### src/rtl/tx_frame_sender_if.sv
// tx_frame_sender_if: producer, frame-command and UART-transmitter signals of tx_frame_sender
//   wr_en/wr_data        producer push into the payload FIFO
//   full/count           FIFO occupancy
//   frame_go/frame_len   frame start request and payload length
//   busy/frame_done/go_err  frame status
//   TX_Data/Send_Sig     byte and request level toward the transmitter
//   TX_Done_Sig          transmitter byte-complete pulse
//   master: the side issuing pushes/commands and acting as transmitter; slave: the framer
interface tx_frame_sender_if #(parameter int DEPTH = 16);
   localparam int CW = $clog2(DEPTH) + 1;
   logic          wr_en;
   logic [7:0]    wr_data;
   logic          full;
   logic [CW-1:0] count;
   logic          frame_go;
   logic [CW-1:0] frame_len;
   logic          busy;
   logic          frame_done;
   logic          go_err;
   logic [7:0]    TX_Data;
   logic          Send_Sig;
   logic          TX_Done_Sig;
   modport master (
      output wr_en, wr_data, frame_go, frame_len, TX_Done_Sig,
      input  full, count, busy, frame_done, go_err, TX_Data, Send_Sig
   );
   modport slave (
      input  wr_en, wr_data, frame_go, frame_len, TX_Done_Sig,
      output full, count, busy, frame_done, go_err, TX_Data, Send_Sig
   );
endinterface

### src/rtl/tx_frame_sender.sv
// tx_frame_sender: buffers payload bytes and sends header + payload + additive checksum frames to a UART transmitter
//   CLK   system clock, rising edge
//   RSTn  asynchronous active-low reset
//   bus   tx_frame_sender_if.slave: FIFO push, frame command/status, transmitter handshake
module tx_frame_sender #(
   parameter int         DEPTH  = 16,
   parameter logic [7:0] HEADER = 8'hAA
) (
   input logic CLK,
   input logic RSTn,
   tx_frame_sender_if.slave bus
);
   localparam int AW = $clog2(DEPTH);
   localparam int CW = AW + 1;
   typedef enum logic [1:0] {IDLE, SEND, GAP} state_t;
   typedef enum logic [1:0] {HDR, PAY, SUM} phase_t;
   state_t        state, state_nx;
   phase_t        phase, phase_nx;
   logic [7:0]    mem [DEPTH];
   logic [AW-1:0] wp, rp;
   logic [CW-1:0] cnt, rem;
   logic [7:0]    sum, tx_data, byte_nx;
   logic          push, pop, go_ok, done_b, load, done_r, err_r;
   assign push   = bus.wr_en && !bus.full;
   assign done_b = state == SEND && bus.TX_Done_Sig;
   assign pop    = done_b && phase == PAY;
   assign go_ok  = bus.frame_go && state == IDLE && bus.frame_len != '0 &&
                   bus.frame_len <= CW'(DEPTH) && cnt >= bus.frame_len;
   // In GAP the pop and checksum update of the previous byte have already landed,
   // so the FIFO head and sum register are the correct next byte.
   assign byte_nx = phase_nx == HDR ? HEADER : phase_nx == PAY ? mem[rp] : sum;
   always_comb begin
      state_nx = state;
      phase_nx = phase;
      load     = 1'b0;
      case (state)
         IDLE: if (go_ok) begin
            state_nx = SEND;
            phase_nx = HDR;
            load     = 1'b1;
         end
         // The checksum byte returns straight to IDLE so a new frame_go is accepted
         // the cycle frame_done is seen.
         SEND: if (bus.TX_Done_Sig) state_nx = phase == SUM ? IDLE : GAP;
         GAP: begin
            state_nx = SEND;
            phase_nx = (phase == HDR || rem != '0) ? PAY : SUM;
            load     = 1'b1;
         end
         default: state_nx = IDLE;
      endcase
   end
   always_ff @(posedge CLK or negedge RSTn)
      if (!RSTn) begin
         state <= IDLE;
         phase <= HDR;
      end else begin
         state <= state_nx;
         phase <= phase_nx;
      end
   always_ff @(posedge CLK or negedge RSTn)
      if (!RSTn) begin
         wp      <= '0;
         rp      <= '0;
         cnt     <= '0;
         rem     <= '0;
         sum     <= 8'h00;
         tx_data <= 8'h00;
         done_r  <= 1'b0;
         err_r   <= 1'b0;
      end else begin
         wp      <= wp + AW'(push);
         rp      <= rp + AW'(pop);
         cnt     <= cnt + CW'(push) - CW'(pop);
         rem     <= go_ok ? bus.frame_len : pop ? rem - 1'b1 : rem;
         sum     <= go_ok ? 8'h00 : pop ? sum + tx_data : sum;
         tx_data <= load ? byte_nx : tx_data;
         done_r  <= done_b && phase == SUM;
         err_r   <= bus.frame_go && !go_ok;
      end
   always_ff @(posedge CLK)
      if (push) mem[wp] <= bus.wr_data;
   assign bus.full       = cnt == CW'(DEPTH);
   assign bus.count      = cnt;
   assign bus.busy       = state != IDLE;
   assign bus.Send_Sig   = state == SEND;
   assign bus.TX_Data    = tx_data;
   assign bus.frame_done = done_r;
   assign bus.go_err     = err_r;
endmodule
### src/flat_wrapper.sv
// flat-port wrapper written by rule: the top's interface ports become plain ports
module tx_frame_sender_flat 
#(
   parameter int         DEPTH  = 16,
   parameter logic [7:0] HEADER = 8'hAA
)
  (CLK, RSTn, bus_wr_en, bus_wr_data, bus_frame_go, bus_frame_len, bus_TX_Done_Sig, bus_full, bus_count, bus_busy, bus_frame_done, bus_go_err, bus_TX_Data, bus_Send_Sig);
  tx_frame_sender_if #(.DEPTH(DEPTH)) bus_i ();
  input logic CLK;
  input logic RSTn;
  input wire logic [$bits(bus_i.wr_en)-1:0] bus_wr_en;
  input wire logic [$bits(bus_i.wr_data)-1:0] bus_wr_data;
  input wire logic [$bits(bus_i.frame_go)-1:0] bus_frame_go;
  input wire logic [$bits(bus_i.frame_len)-1:0] bus_frame_len;
  input wire logic [$bits(bus_i.TX_Done_Sig)-1:0] bus_TX_Done_Sig;
  output wire logic [$bits(bus_i.full)-1:0] bus_full;
  output wire logic [$bits(bus_i.count)-1:0] bus_count;
  output wire logic [$bits(bus_i.busy)-1:0] bus_busy;
  output wire logic [$bits(bus_i.frame_done)-1:0] bus_frame_done;
  output wire logic [$bits(bus_i.go_err)-1:0] bus_go_err;
  output wire logic [$bits(bus_i.TX_Data)-1:0] bus_TX_Data;
  output wire logic [$bits(bus_i.Send_Sig)-1:0] bus_Send_Sig;
  assign bus_i.wr_en = bus_wr_en;
  assign bus_i.wr_data = bus_wr_data;
  assign bus_i.frame_go = bus_frame_go;
  assign bus_i.frame_len = bus_frame_len;
  assign bus_i.TX_Done_Sig = bus_TX_Done_Sig;
  assign bus_full = bus_i.full;
  assign bus_count = bus_i.count;
  assign bus_busy = bus_i.busy;
  assign bus_frame_done = bus_i.frame_done;
  assign bus_go_err = bus_i.go_err;
  assign bus_TX_Data = bus_i.TX_Data;
  assign bus_Send_Sig = bus_i.Send_Sig;
  tx_frame_sender #(.DEPTH(DEPTH), .HEADER(HEADER)) u_core (.CLK(CLK), .RSTn(RSTn), .bus(bus_i));
endmodule
### config.mk
export PLATFORM = sky130hd
export DESIGN_NAME = tx_frame_sender_flat
export DESIGN_NICKNAME = d
export VERILOG_FILES = /design/src/rtl/tx_frame_sender_if.sv /design/src/rtl/tx_frame_sender.sv /design/src/flat_wrapper.sv
export SDC_FILE = /design/constraint.sdc
export NUM_CORES = 1
export LEC_CHECK = 0
export CORE_MARGIN = 1.5
export CORE_UTILIZATION = 50
export CTS_CLUSTER_SIZE = 30
export DETAILED_ROUTE_END_ITERATION = 16
export PLACE_DENSITY = 0.71
export SLEW_MARGIN = 20
export SYNTH_ARGS = -nofsm -noshare
export SYNTH_HDL_FRONTEND = slang
export SYNTH_SLANG_ARGS = --single-unit
### constraint.sdc
create_clock -name CLK -period 2.5 [get_ports CLK]
set_clock_uncertainty 0.1 [all_clocks]
set_input_delay 0.5 -clock CLK [delete_from_list [all_inputs] [get_ports CLK]]
set_output_delay 0.5 -clock CLK [all_outputs]
set_load 0.005 [all_outputs]
==> run summary, run 1 <==
YOSYS
--------------------------------------------------------------------------------------------------------
Ys flop type                                                                                    edfxtp_1
Net count after synthesis                                                                            489
Post-synth design cell area                                                                   7250 sq um
Async SR Flop Fraction                                                                             23.8%
Number of standard cells after synthesis                                                             446
Count of warnings emitted by yosys                                                                     0
Synth Register Bits                                                                                  168
Cell variety after synth                                                                              51
Mean instance size in the synthesized netlist                                                 16.2 sq um
Seq/Total Area, Yosys                                                                              66.9%
Number of flops mapped to enable cells by yosys                                                      128

SETUP PATH
--------------------------------------------------------------------------------------------------------
Count of cells along the worst register-to-register path                                              13
Type of element launching the critical path                                                         flop
Data arrival time at the worst-slack endpoint                                                    2.63 ns
Required time at the worst-slack endpoint                                                        2.71 ns
Endpoint class of the critical path                                                                 flop
Critical path peak fanout                                                                              2
Worst setup path class                                                                        reg -> reg

DRT
--------------------------------------------------------------------------------------------------------
DR iter-0 viols                                                                                      280
Count of vias placed by the detailed router                                                        4,104
Detail-routed net length per standard cell                                                       20.6 um
DRT antenna net count                                                                                  0
Residual DRC count                                                                                     0
Total routed wirelength                                                                        14,900 um
Drt first pass iters                                                                                   5
Via density                                                                                         5.68

STA
--------------------------------------------------------------------------------------------------------
Clock period minus worst slack                                                                   2.42 ns
Final number of hold-violating endpoints                                                               0
Unrepaired setup endpoints after global routing                                                      yes
Slew at the pin closest to its max-slew limit                                                   0.924 ns
Number of endpoints failing setup at the final stage                                                   0
Pins over their slew limit                                                                             0
Worst max-slew margin expressed relative to the limit                                              38.4%
Least setup slack across all paths after layout                                                0.0807 ns
Final clock period utilization by the worst path                                                   96.8%
Highest clock frequency the design can meet                                                    0.413 GHz

POWER
--------------------------------------------------------------------------------------------------------
Logic pwr share                                                                                    32.7%
Switching part of the total                                                                        32.0%
Leakage power of the design                                                                      3.24 nW
Power spent charging and discharging nets                                                      0.00309 W
IR drop worst, VDD                                                                              0.526 mV
Cell area power density                                                                     1110 nW/um^2
Clock share of power                                                                               26.8%
Share of total power in sequential cells                                                           40.5%
PnR Total Power                                                                                0.00963 W
Internal Power                                                                                 0.00654 W

CLOCK TREE
--------------------------------------------------------------------------------------------------------
Clk Tree Root Cell                                                                             clkbuf_16
Clock buffers created by TritonCTS                                                                    17
CTS sink cnt                                                                                         168
CTS HTree Levels                                                                                       4
Post-CTS clock slew at the launch and capture registers of the worst setup and hold paths        0.07 ns
Post-CTS Repair Setup Buffers                                                                          0
TritonCTS clock tree                                                                                 yes
Buffer levels on the longest clock path                                                                2
Worst skew pair latency                                                                          0.42 ns

FLOORPLAN
--------------------------------------------------------------------------------------------------------
Top Ports                                                                                             36
Overall die width                                                                                 123 um
Total die area                                                                              15,200 sq um
Placeable core region                                                                       14,000 sq um
Initial Util                                                                                       51.8%
Die Height                                                                                        123 um
Number of rows created at floorplan                                                                   43

FINAL LAYOUT
--------------------------------------------------------------------------------------------------------
Layout Cells excl Fill                                                                               722
Area used by sequential logic in the layout                                                   4850 sq um
Ratio of cells with drive above 1 in the final layout                                              23.4%
Combined area of the multi-input logic cells                                                  2250 sq um
Filler Cells Inserted                                                                              1,011
Net count of the finished layout                                                                     572
Layout area overhead                                                                               20.3%
Antenna diode count                                                                                    0

GRT
--------------------------------------------------------------------------------------------------------
Gr ovfl total                                                                                          0
Overall track demand over capacity in global routing                                               21.1%
Wire length of the first global-routing pass                                                   23,000 um
Antenna violations before repair                                                                       0
Vias in the first global route                                                                     4,266
Pin count of the biggest net entering global routing                                                  41

RUN STATUS
--------------------------------------------------------------------------------------------------------
Status                                                                                         completed

PLACED DESIGN
--------------------------------------------------------------------------------------------------------
DP HPWL                                                                                        10,000 um
Post-placement cell count                                                                            690
Port bufs                                                                                             35
Last weighted congestion value of the routability-driven placer                                    0.825
Worst Setup Slack post-DPL                                                                     -0.460 ns

WORST HOLD PATH
--------------------------------------------------------------------------------------------------------
Worst Hold Class                                                                             in -> async

RUN
--------------------------------------------------------------------------------------------------------
Number of maximum-capacitance violations                                                               0

## timing repair
action,CTS,global route
hold buffers,0,0
pin swaps,1,1
setup endpoints to repair,10,31
gates resized for setup,7,6
## layout by cell type (no fill, tap or decap), types with 2 or more instances in the layout
master,netlist,routed
inv_2,0,3
clkinvlp_4,0,5
o21bai_1,2,2
a22o_1,4,4
inv_8,0,6
o2bb2ai_1,5,5
a31oi_1,2,2
nand2b_1,7,6
a221o_1,7,7
o21a_1,2,2
or3_1,3,2
inv_1,27,24
nand2_1,21,21
edfxtp_1,128,128
a211oi_1,3,3
nor4_1,2,2
a21o_1,5,5
dfrtp_1,40,39
clkdlybuf4s50_1,0,32
o21ai_0,12,12
nand3_1,5,5
nor3_1,8,8
nor2_2,0,5
o22ai_1,2,2
xor2_1,3,3
mux2i_1,16,16
a21oi_1,11,11
xnor2_1,11,11
buf_4,1,45
nor2_1,23,18
clkbuf_16,0,17
a221oi_1,4,4
mux4_2,32,32
o221ai_1,2,2
ha_1,23,23
dlygate4sd2_1,0,2
## through the flow
stage                     util (%)  cell area, sq um  setup TNS, ns  hold WS (ns)
after CTS                     62.2              8700              0         0.139
after floorplan                  -              7270         -0.126         0.104
final                         62.3              8710              0         0.110
after global placement        57.8              8090          -4.57         0.409
after global routing          62.3              8710        -0.0225         0.185
after detailed placement      57.8              8090          -6.94         0.429
## cell type report
type,instances,share of cell area [%]
Multi-Input combinational cell,234,25.8
Inverter,27,1.16
Tap cell,180,2.58
Clock inverter,15,1.88
Clock buffer,17,4.88
Sequential cell,168,55.6
Timing Repair Buffer,81,8.04
## per-layer routing
| metal | share of wire, % | vias up | global-route usage (%) |
|---|---|---|---|
| met5 | 0 | - | 0 |
| met2 | 51 | 100 | 35.0 |
| met1 | 43 | 2076 | 27.5 |
| met3 | 4.1 | 24 | 4.52 |
| met4 | 2.3 | 0 | 8.26 |
| li1 | - | 1904 | - |
## power groups by stage
stage | combinational, W | sequential (W) | clock [W]
finish | 0.00315 | 0.00390 | 0.00258
global placement | 0.00304 | 0.00392 | 0
floorplan | 0.00212 | 0.00378 | 0
detailed placement | 0.00312 | 0.00394 | 0
CTS | 0.00317 | 0.00391 | 0.00261
global route | 0.00348 | 0.00396 | 0.00274
## sequential cells by signal, indices dropped and copies added (netlist names)
| register | count |
|---|---|
| u_core.sum | 8 |
| u_core.bus.count | 5 |
| u_core.mem | 128 |
| u_core.phase | 2 |
| u_core.rp | 4 |
| u_core.bus.TX_Data | 8 |
| u_core.wp | 4 |
| u_core.state | 2 |
| u_core.bus.go_err | 1 |
| u_core.bus.frame_done | 1 |
| u_core.rem | 5 |
## synthesized netlist by cell type, drive strengths merged (3+ instances only)
cell type	instances	share of area, %
edfxtp	128	53
dfrtp	40	14
mux4	32	9.9
inv	27	1.4
ha	23	4.0
nor2	23	1.2
nand2	21	1.1
mux2i	16	2.2
buf	13	1.1
o21ai	13	0.90
a21oi	12	0.88
xnor2	11	1.3
nor3	8	0.55
a221o	7	0.97
nand2b	7	0.60
a21o	5	0.52
nand3	5	0.35
o2bb2ai	5	0.60
a221oi	4	0.48
a22o	4	0.48
clkbuf	4	0.21
a211oi	3	0.31
or3	3	0.26
xor2	3	0.36
## logic make-up (layout without fill, tap and decap cells)
| logic type | Yosys count | count (layout) | share of synthesized area (%) |
|---|---|---|---|
| flip-flops | 168 | 168 | 66.9 |
| AND/OR/NAND/NOR | 79 | 79 | 5.34 |
| adder cells (fa/ha/maj) | 25 | 25 | 4.52 |
| multiplexers | 48 | 48 | 12.2 |
| XOR/XNOR | 14 | 14 | 1.69 |
| AO/OA/AOI/OAI | 68 | 68 | 6.79 |
| buffers and inverters | 44 | 140 | 2.66 |
## critical path, cell delays in order (launching register included)
cell and delay [ns]:
dfrtp_1 0.38, nand3b_1 0.18, or3_4 0.36, inv_2 0.07, ha_1 0.22, inv_1 0.06
ha_1 0.15, inv_1 0.06, fa_2 0.33, inv_1 0.06, a21oi_1 0.06, nor2_1 0.10
nor2_1 0.07, xnor2_1 0.12
## path summary, 6_finish.rpt
path	to	slack [ns]	from
max in group asynchronous	u_core.rp[0]$_DFF_PN0_	1.54	RSTn
min in group CLK	u_core.state[0]$_DFFE_PN0P_	0.33	bus_TX_Done_Sig
hold reg to reg	u_core.sum[6]$_DFFE_PN0P_	0.44	u_core.sum[6]$_DFFE_PN0P_
hold / removal	u_core.bus.count[4]$_DFF_PN0_	0.11	RSTn
setup / recovery	u_core.bus.count[4]$_DFF_PN0_	0.08	u_core.state[1]$_DFFE_PN0P_
setup reg to reg	u_core.bus.count[4]$_DFF_PN0_	0.08	u_core.state[1]$_DFFE_PN0P_
Note: power is estimated with default switching activity, not from simulation.
==> inputs of run 2 (changes only) <==
--- a/config.mk
+++ b/config.mk
@@ -5,6 +5,7 @@
 export SDC_FILE = /design/constraint.sdc
 export NUM_CORES = 1
 export LEC_CHECK = 0
+export CORE_ASPECT_RATIO = 1.1
 export CORE_MARGIN = 1.5
 export CORE_UTILIZATION = 50
 export CTS_CLUSTER_SIZE = 30
==> run summary, run 2 (same netlist as run 1, synthesis figures left out) <==
POWER
--------------------------------------------------------------------------------------------------------
Leakage power of the design                                                                      3.23 nW
Power spent charging and discharging nets                                                      0.00305 W
Share of total power in sequential cells                                                           41.4%
Cell area power density                                                                     1090 nW/um^2
Logic pwr share                                                                                    33.3%
IR drop worst, VDD                                                                              0.589 mV
Switching part of the total                                                                        32.1%
Internal Power                                                                                 0.00645 W
Clock share of power                                                                               25.3%

STA
--------------------------------------------------------------------------------------------------------
Worst max-slew margin expressed relative to the limit                                              52.6%
Highest clock frequency the design can meet                                                    0.402 GHz
Final number of hold-violating endpoints                                                               0
Slew at the pin closest to its max-slew limit                                                   0.711 ns
Final clock period utilization by the worst path                                                   99.5%
Number of endpoints failing setup at the final stage                                                   0
Worst Hold Slack                                                                                0.204 ns
Clock period minus worst slack                                                                   2.49 ns
Unrepaired setup endpoints after global routing                                                      yes
Pins over their slew limit                                                                             0

DRT
--------------------------------------------------------------------------------------------------------
Residual DRC count                                                                                     0
DR iter-0 viols                                                                                      314
Count of vias placed by the detailed router                                                        4,091
Drt first pass iters                                                                                   4
DRT antenna net count                                                                                  0
Via density                                                                                         5.60
Total routed wirelength                                                                        14,400 um
Detail-routed net length per standard cell                                                       19.8 um

SETUP PATH
--------------------------------------------------------------------------------------------------------
Capturing point of the worst reg2reg path                                                   u_core.bus.count[2]$_DFF_PN0_
Data arrival time at the worst-slack endpoint                                                    2.69 ns
Startpoint of the worst-slack reg-to-reg timing path                                        u_core.state[1]$_DFFE_PN0P_
Endpoint class of the critical path                                                                 flop
Required time at the worst-slack endpoint                                                        2.71 ns
Beginning of the critical path                                                              u_core.state[1]$_DFFE_PN0P_
Register-to-register setup slack                                                                 0.01 ns
CP Cell Sequence                                                                            nand3b_1, or3_4, inv_4, ha_4, inv_4, ha_4, inv_2, fa_2, buf_4, buf_4, xnor2_1
Critical path buffer and inverter count                                                                5
Critical path peak fanout                                                                              3
Crit path largest cell delay                                                                     0.44 ns
Family with the most delay on the worst path                                                 adder cells
Worst setup path class                                                                        reg -> reg
Count of cells along the worst register-to-register path                                              11
Slowest-stage cell, CP                                                                             or3_4
Cell count along the critical path                                                                    11
Type of element launching the critical path                                                         flop
Worst Setup EP                                                                              u_core.bus.count[2]$_DFF_PN0_

FLOORPLAN
--------------------------------------------------------------------------------------------------------
Total die area                                                                              15,200 sq um
Overall die width                                                                                 118 um
Placeable core region                                                                       14,000 sq um
Number of rows created at floorplan                                                                   45
Top Ports                                                                                             36
Initial Util                                                                                       51.9%
Die Height                                                                                        129 um

GRT
--------------------------------------------------------------------------------------------------------
Wire length of the first global-routing pass                                                   22,800 um
Antenna violations before repair                                                                       0
Gr ovfl total                                                                                          0
Vias in the first global route                                                                     4,287
Pin count of the biggest net entering global routing                                                  22
Overall track demand over capacity in global routing                                               20.1%

FINAL LAYOUT
--------------------------------------------------------------------------------------------------------
Commonest non-fill, non-tap cells in the layout                                             edfxtp_1, buf_4, dfrtp_1, clkdlybuf4s50_1, mux4_2
Layout Cells excl Fill                                                                               730
Ratio of cells with drive above 1 in the final layout                                              22.5%
Flip-flop count of the largest register after layout                                                 128
Antenna diode count                                                                                    0
Layout area overhead                                                                               20.1%
Net count of the finished layout                                                                     572
Most common cell after layout, fill and taps aside                                              edfxtp_1
Cell area after layout                                                                        8700 sq um
Post-route core utilization                                                                        62.3%
Register with the most flip-flops                                                             u_core.mem

CLOCK TREE
--------------------------------------------------------------------------------------------------------
TritonCTS clock tree                                                                                 yes
CTS HTree Levels                                                                                       4
Buffer levels on the longest clock path                                                                2
Clock buffers created by TritonCTS                                                                    17
Worst skew pair latency                                                                          0.42 ns
Post-CTS clock slew at the launch and capture registers of the worst setup and hold paths        0.07 ns
Clk Tree Root Cell                                                                             clkbuf_16
CTS sink cnt                                                                                         168

PLACED DESIGN
--------------------------------------------------------------------------------------------------------
DP HPWL                                                                                          9940 um
Post-placement cell count                                                                            695
Port bufs                                                                                             35
Last weighted congestion value of the routability-driven placer                                    0.813
Placed cell areas                                                                             8080 sq um

WORST HOLD PATH
--------------------------------------------------------------------------------------------------------
Worst Hold Class                                                                               in -> reg

RUN
--------------------------------------------------------------------------------------------------------
Number of maximum-capacitance violations                                                               0

RUN STATUS
--------------------------------------------------------------------------------------------------------
Status                                                                                         completed

==> run 2: stage by stage <==
| stage | TNS (ns) | power, W | worst slack, ns |
|---|---|---|---|
| floorplan | -0.126 | 0.00590 | -0.126 |
| global placement | -4.94 | 0.00694 | -0.434 |
| detailed placement | -6.03 | 0.00705 | -0.435 |
| CTS | 0 | 0.00947 | 0.000346 |
| global route | -0.253 | 0.0100 | -0.119 |
| finish | 0 | 0.00949 | 0.0121 |
==> run 2: final cells by class <==
| type | count | area (sq um) |
|---|---|---|
| inverters | 27 | 106 |
| well taps | 188 | 235 |
| multi-input cells | 234 | 2270 |
| fillers | 1052 | 5260 |
| clock buffers | 19 | 433 |
| flip-flops and latches | 168 | 4850 |
| clock inverters | 13 | 108 |
| repair buffers | 81 | 708 |
==> run 2: what timing repair did <==
item	4_1_cts	5_1_grt
hold buffers	1	0
buffers inserted	0	2
resized for setup	2	12
hold endpoints to repair	19	0
pin swaps	0	7
setup endpoints to repair	2	7
==> run 2: power groups by stage <==
stage / Sequential (W) / Clock, W / Combinational [W]
after global placement: 0.00396 / 0 / 0.00298
final: 0.00393 / 0.00241 / 0.00316
after CTS: 0.00393 / 0.00244 / 0.00309
after floorplan: 0.00378 / 0 / 0.00212
after detailed placement: 0.00399 / 0 / 0.00307
after global routing: 0.00400 / 0.00255 / 0.00346
==> run 2: how the worst min path moves through the flow <==
| stage | start | end | slack (ns) | cells after the start |
|---|---|---|---|---|
| finish | bus_TX_Done_Sig | u_core.state[0]$_DFFE_PN0P_ | 0.20 | 2 |
| global route | bus_TX_Done_Sig | u_core.state[0]$_DFFE_PN0P_ | 0.19 | 2 |
| CTS | u_core.phase[0]$_DFF_PN0_ | u_core.bus.frame_done$_DFF_PN0_ | 0.41 | 1 |
| detailed placement | RSTn | u_core.rem[0]$_DFFE_PN0P_ | 0.39 | 1 |
| global placement | RSTn | u_core.rem[3]$_DFFE_PN0P_ | 0.38 | 1 |
| floorplan | RSTn | u_core.bus.TX_Data[0]$_DFFE_PN0P_ | 0.10 | 0 |
==> run 2: per-layer routing <==
layer	track usage (%)	routed length, um	vias up
met5	0	0	-
met4	7.89	229	0
met3	4.80	694	18
met2	34.9	7450	105
met1	24.8	6060	2068
li1	-	-	1900
==> inputs of run 3 (changes only) <==
--- a/config.mk
+++ b/config.mk
@@ -5,6 +5,7 @@
 export SDC_FILE = /design/constraint.sdc
 export NUM_CORES = 1
 export LEC_CHECK = 0
+export ABC_AREA = 1
 export CORE_ASPECT_RATIO = 1.1
 export CORE_MARGIN = 1.5
 export CORE_UTILIZATION = 50
==> run summary, run 3 <==
DRT
-----------------------------------------------------------------------------------------------------------------
DR iter-0 viols                                                                                               442
Detail-routed net length per standard cell                                                                17.4 um
Drt first pass iters                                                                                            7
Residual DRC count                                                                                              0
Total routed wirelength                                                                                 16,400 um
DRT antenna net count                                                                                           0
Count of vias placed by the detailed router                                                                 5,164
Via density                                                                                                  5.48

SETUP PATH
-----------------------------------------------------------------------------------------------------------------
Required time at the worst-slack endpoint                                                                 2.76 ns
Crit path largest cell delay                                                                              0.40 ns
Critical path peak fanout                                                                                       3
CP Cell Sequence                                                                                     inv_2, nor2_4, nand2_2, nor3_4, ha_1, inv_1, ha_1, inv_1, fa_1, o21ai_0, xor2_1
Endpoint class of the critical path                                                                          flop
Data arrival time at the worst-slack endpoint                                                             2.57 ns
Beginning of the critical path                                                                       u_core.state[0]$_DFFE_PN0P_
Worst setup path class                                                                                 reg -> reg
Type of element launching the critical path                                                                  flop
Startpoint of the worst-slack reg-to-reg timing path                                                 u_core.state[0]$_DFFE_PN0P_
Slowest-stage cell, CP                                                                                    dfrtp_1

FINAL LAYOUT
-----------------------------------------------------------------------------------------------------------------
Most common cell after layout, fill and taps aside                                                        nand2_1
Commonest non-fill, non-tap cells in the layout                                                      nand2_1, edfxtp_1, nor2_1, nand3_1, o21ai_0
Filler Cells Inserted                                                                                       1,136
Antenna diode count                                                                                             0
Cell area after layout                                                                                 8850 sq um
Register with the most flip-flops                                                                      u_core.mem
Net count of the finished layout                                                                              780
Flip-flop count of the largest register after layout                                                          128
Layout area overhead                                                                                        18.1%
Post-route core utilization                                                                                 60.8%
Ratio of cells with drive above 1 in the final layout                                                       13.1%

CLOCK TREE
-----------------------------------------------------------------------------------------------------------------
Worst skew pair latency                                                                                   0.44 ns
Buffer levels on the longest clock path                                                                         2
CTS HTree Levels                                                                                                4
Clk Tree Root Cell                                                                                      clkbuf_16
Clock buffers created by TritonCTS                                                                             17
TritonCTS clock tree                                                                                          yes
CTS sink cnt                                                                                                  168
Post-CTS clock slew at the launch and capture registers of the worst setup and hold paths                 0.07 ns

POWER
-----------------------------------------------------------------------------------------------------------------
IR drop worst, VDD                                                                                       0.543 mV
Cell area power density                                                                              1150 nW/um^2
Leakage power of the design                                                                               3.50 nW

STA
-----------------------------------------------------------------------------------------------------------------
Number of endpoints failing setup at the final stage                                                            0
Highest clock frequency the design can meet                                                             0.432 GHz
Final number of hold-violating endpoints                                                                        0
Final clock period utilization by the worst path                                                            92.6%
Worst max-slew margin expressed relative to the limit                                                       56.9%
Unrepaired setup endpoints after global routing                                                                no
Pins over their slew limit                                                                                      0
Clock period minus worst slack                                                                            2.31 ns
Slew at the pin closest to its max-slew limit                                                            0.644 ns

YOSYS
-----------------------------------------------------------------------------------------------------------------
Async SR Flop Fraction                                                                                      23.8%
Number of flops mapped to enable cells by yosys                                                               128
Ys flop type                                                                                             edfxtp_1
Area leader, netlist                                                                                     edfxtp_1
Net count after synthesis                                                                                     717
Largest cells by area after synthesis                                                                edfxtp_1, dfrtp_1, nand2_1
Post-synth design cell area                                                                            7500 sq um
Multiplexer area fraction after synthesis                                                                      0%
Cell with the most instances after synthesis                                                              nand2_1
Top cells by count, synth                                                                            nand2_1, edfxtp_1, nor2_1, nand3_1, o21ai_0
Complex-gate fraction of the synthesized area                                                               7.91%
Count of warnings emitted by yosys                                                                              0
Arithmetic-cell share of the synthesized area counting full adders, half adders and majority gates          4.37%
Seq/Total Area, Yosys                                                                                       64.6%
Mean instance size in the synthesized netlist                                                          11.1 sq um
Portion of synthesized cell area occupied by the leading cell type                                          51.3%
Synth Register Bits                                                                                           168
Combinational family with the most area after synthesis                                              simple AND/OR/NAND/NOR gates
Cell variety after synth                                                                                       35
Synthesized-area fraction occupied by and/or/nand/nor cells                                                 17.0%
Number of standard cells after synthesis                                                                      674
Fraction of synthesized cell area in xor and xnor cells                                                     1.87%

PLACED DESIGN
-----------------------------------------------------------------------------------------------------------------
DP HPWL                                                                                                 10,600 um
Port bufs                                                                                                      35
Placed cell areas                                                                                      8220 sq um
Last weighted congestion value of the routability-driven placer                                             0.835

FLOORPLAN
-----------------------------------------------------------------------------------------------------------------
Initial Util                                                                                                51.5%
Top Ports                                                                                                      36
Die Height                                                                                                 131 um
Total die area                                                                                       15,700 sq um
Placeable core region                                                                                14,600 sq um
Number of rows created at floorplan                                                                            46
Overall die width                                                                                          120 um

WORST HOLD PATH
-----------------------------------------------------------------------------------------------------------------
Hold wc startpoint                                                                                   u_core.rem[1]$_DFFE_PN0P_
Worst Hold Class                                                                                       reg -> reg

RUN
-----------------------------------------------------------------------------------------------------------------
Number of maximum-capacitance violations                                                                        0

GRT
-----------------------------------------------------------------------------------------------------------------
Gr ovfl total                                                                                                   0
Wire length of the first global-routing pass                                                            26,400 um
Pin count of the biggest net entering global routing                                                           49
Antenna violations before repair                                                                                0
Overall track demand over capacity in global routing                                                        22.0%
Vias in the first global route                                                                              5,256

RUN STATUS
-----------------------------------------------------------------------------------------------------------------
Status                                                                                                  completed

## run 3: changes by cell type after synthesis, sizes merged, moves of 21 or more
cell / change
nand2: +116
nand3: +60
nor2: +60
o21ai: +40
mux4: -32
inv: +21
## run 3: critical path: cells and delay by family (launching register included)
kind / cells / cell delay (ns)
adder cells (fa/ha/maj): 3 / 0.82
flip-flops: 1 / 0.40
AND/OR/NAND/NOR: 3 / 0.32
buffers and inverters: 3 / 0.22
AO/OA/AOI/OAI: 1 / 0.22
XOR/XNOR: 1 / 0.16
## run 3: area by class of cell
type / count / area [sq um] / area share, %
Clock buffer: 17 / 425 / 4.80
Clock inverter: 15 / 188 / 2.12
Inverter: 49 / 194 / 2.19
Multi-Input combinational cell: 432 / 2340 / 26.5
Sequential cell: 168 / 4850 / 54.7
Tap cell: 192 / 240 / 2.71
Timing Repair Buffer: 69 / 618 / 6.98
## run 3: kinds of logic (layout without fill, tap and decap cells)
logic type,Yosys count,count (layout)
XOR/XNOR,16,16
buffers and inverters,74,150
adder cells (fa/ha/maj),25,25
AO/OA/AOI/OAI,101,101
AND/OR/NAND/NOR,290,290
flip-flops,168,168
## run 3: per-stage QoR
stage / cells / power [W] / setup slack (ns) / hold WS [ns] / setup TNS, ns
2_1_floorplan: 674 / 0.00633 / 0.173 / 0.104 / 0
3_3_place_gp: 908 / 0.00734 / -0.183 / 0.406 / -0.183
3_5_place_dp: 908 / 0.00751 / -0.246 / 0.418 / -0.726
4_1_cts: 941 / 0.0102 / 0.0495 / 0.433 / 0
5_1_grt: 942 / 0.0109 / 0.0221 / 0.466 / 0
6_report: 942 / 0.0102 / 0.185 / 0.434 / 0
## run 3: power by group
part,leakage [nW],internal (W),switching (W)
clock,0.292,0.00159,0.00113
sequential,1.65,0.00350,0.000345
combinational,1.56,0.00141,0.00224
total,3.50,0.00650,0.00371
## run 3: worst paths after layout
kind	to	slack, ns	depth (start not counted)
max reg2reg	u_core.bus.count[4]$_DFF_PN0_	0.19	11
min in group asynchronous	u_core.bus.go_err$_DFF_PN0_	0.50	2
max	u_core.bus.count[4]$_DFF_PN0_	0.19	11
min	u_core.rem[1]$_DFFE_PN0P_	0.43	2
max in group asynchronous	u_core.bus.count[2]$_DFF_PN0_	1.11	3
min reg2reg	u_core.rem[1]$_DFFE_PN0P_	0.43	2
## run 3: metal layers
layer / track usage [%] / vias to the layer above / share of wire, %
met3: 5.38 / 30 / 5.4
li1: - / 2463 / -
met2: 38.6 / 168 / 53
met5: 0 / - / 0
met4: 8.60 / 0 / 2.3
met1: 26.0 / 2503 / 39
## run 3: what timing repair did
action | 4_1_cts | 5_1_grt
hold endpoints to repair | 24 | 0
buffers inserted | 0 | 1
gates cloned | 0 | 0
resized for setup | 1 | 2
pin swaps | 0 | 0
hold buffers | 1 | 0
setup endpoints to repair | 1 | 1
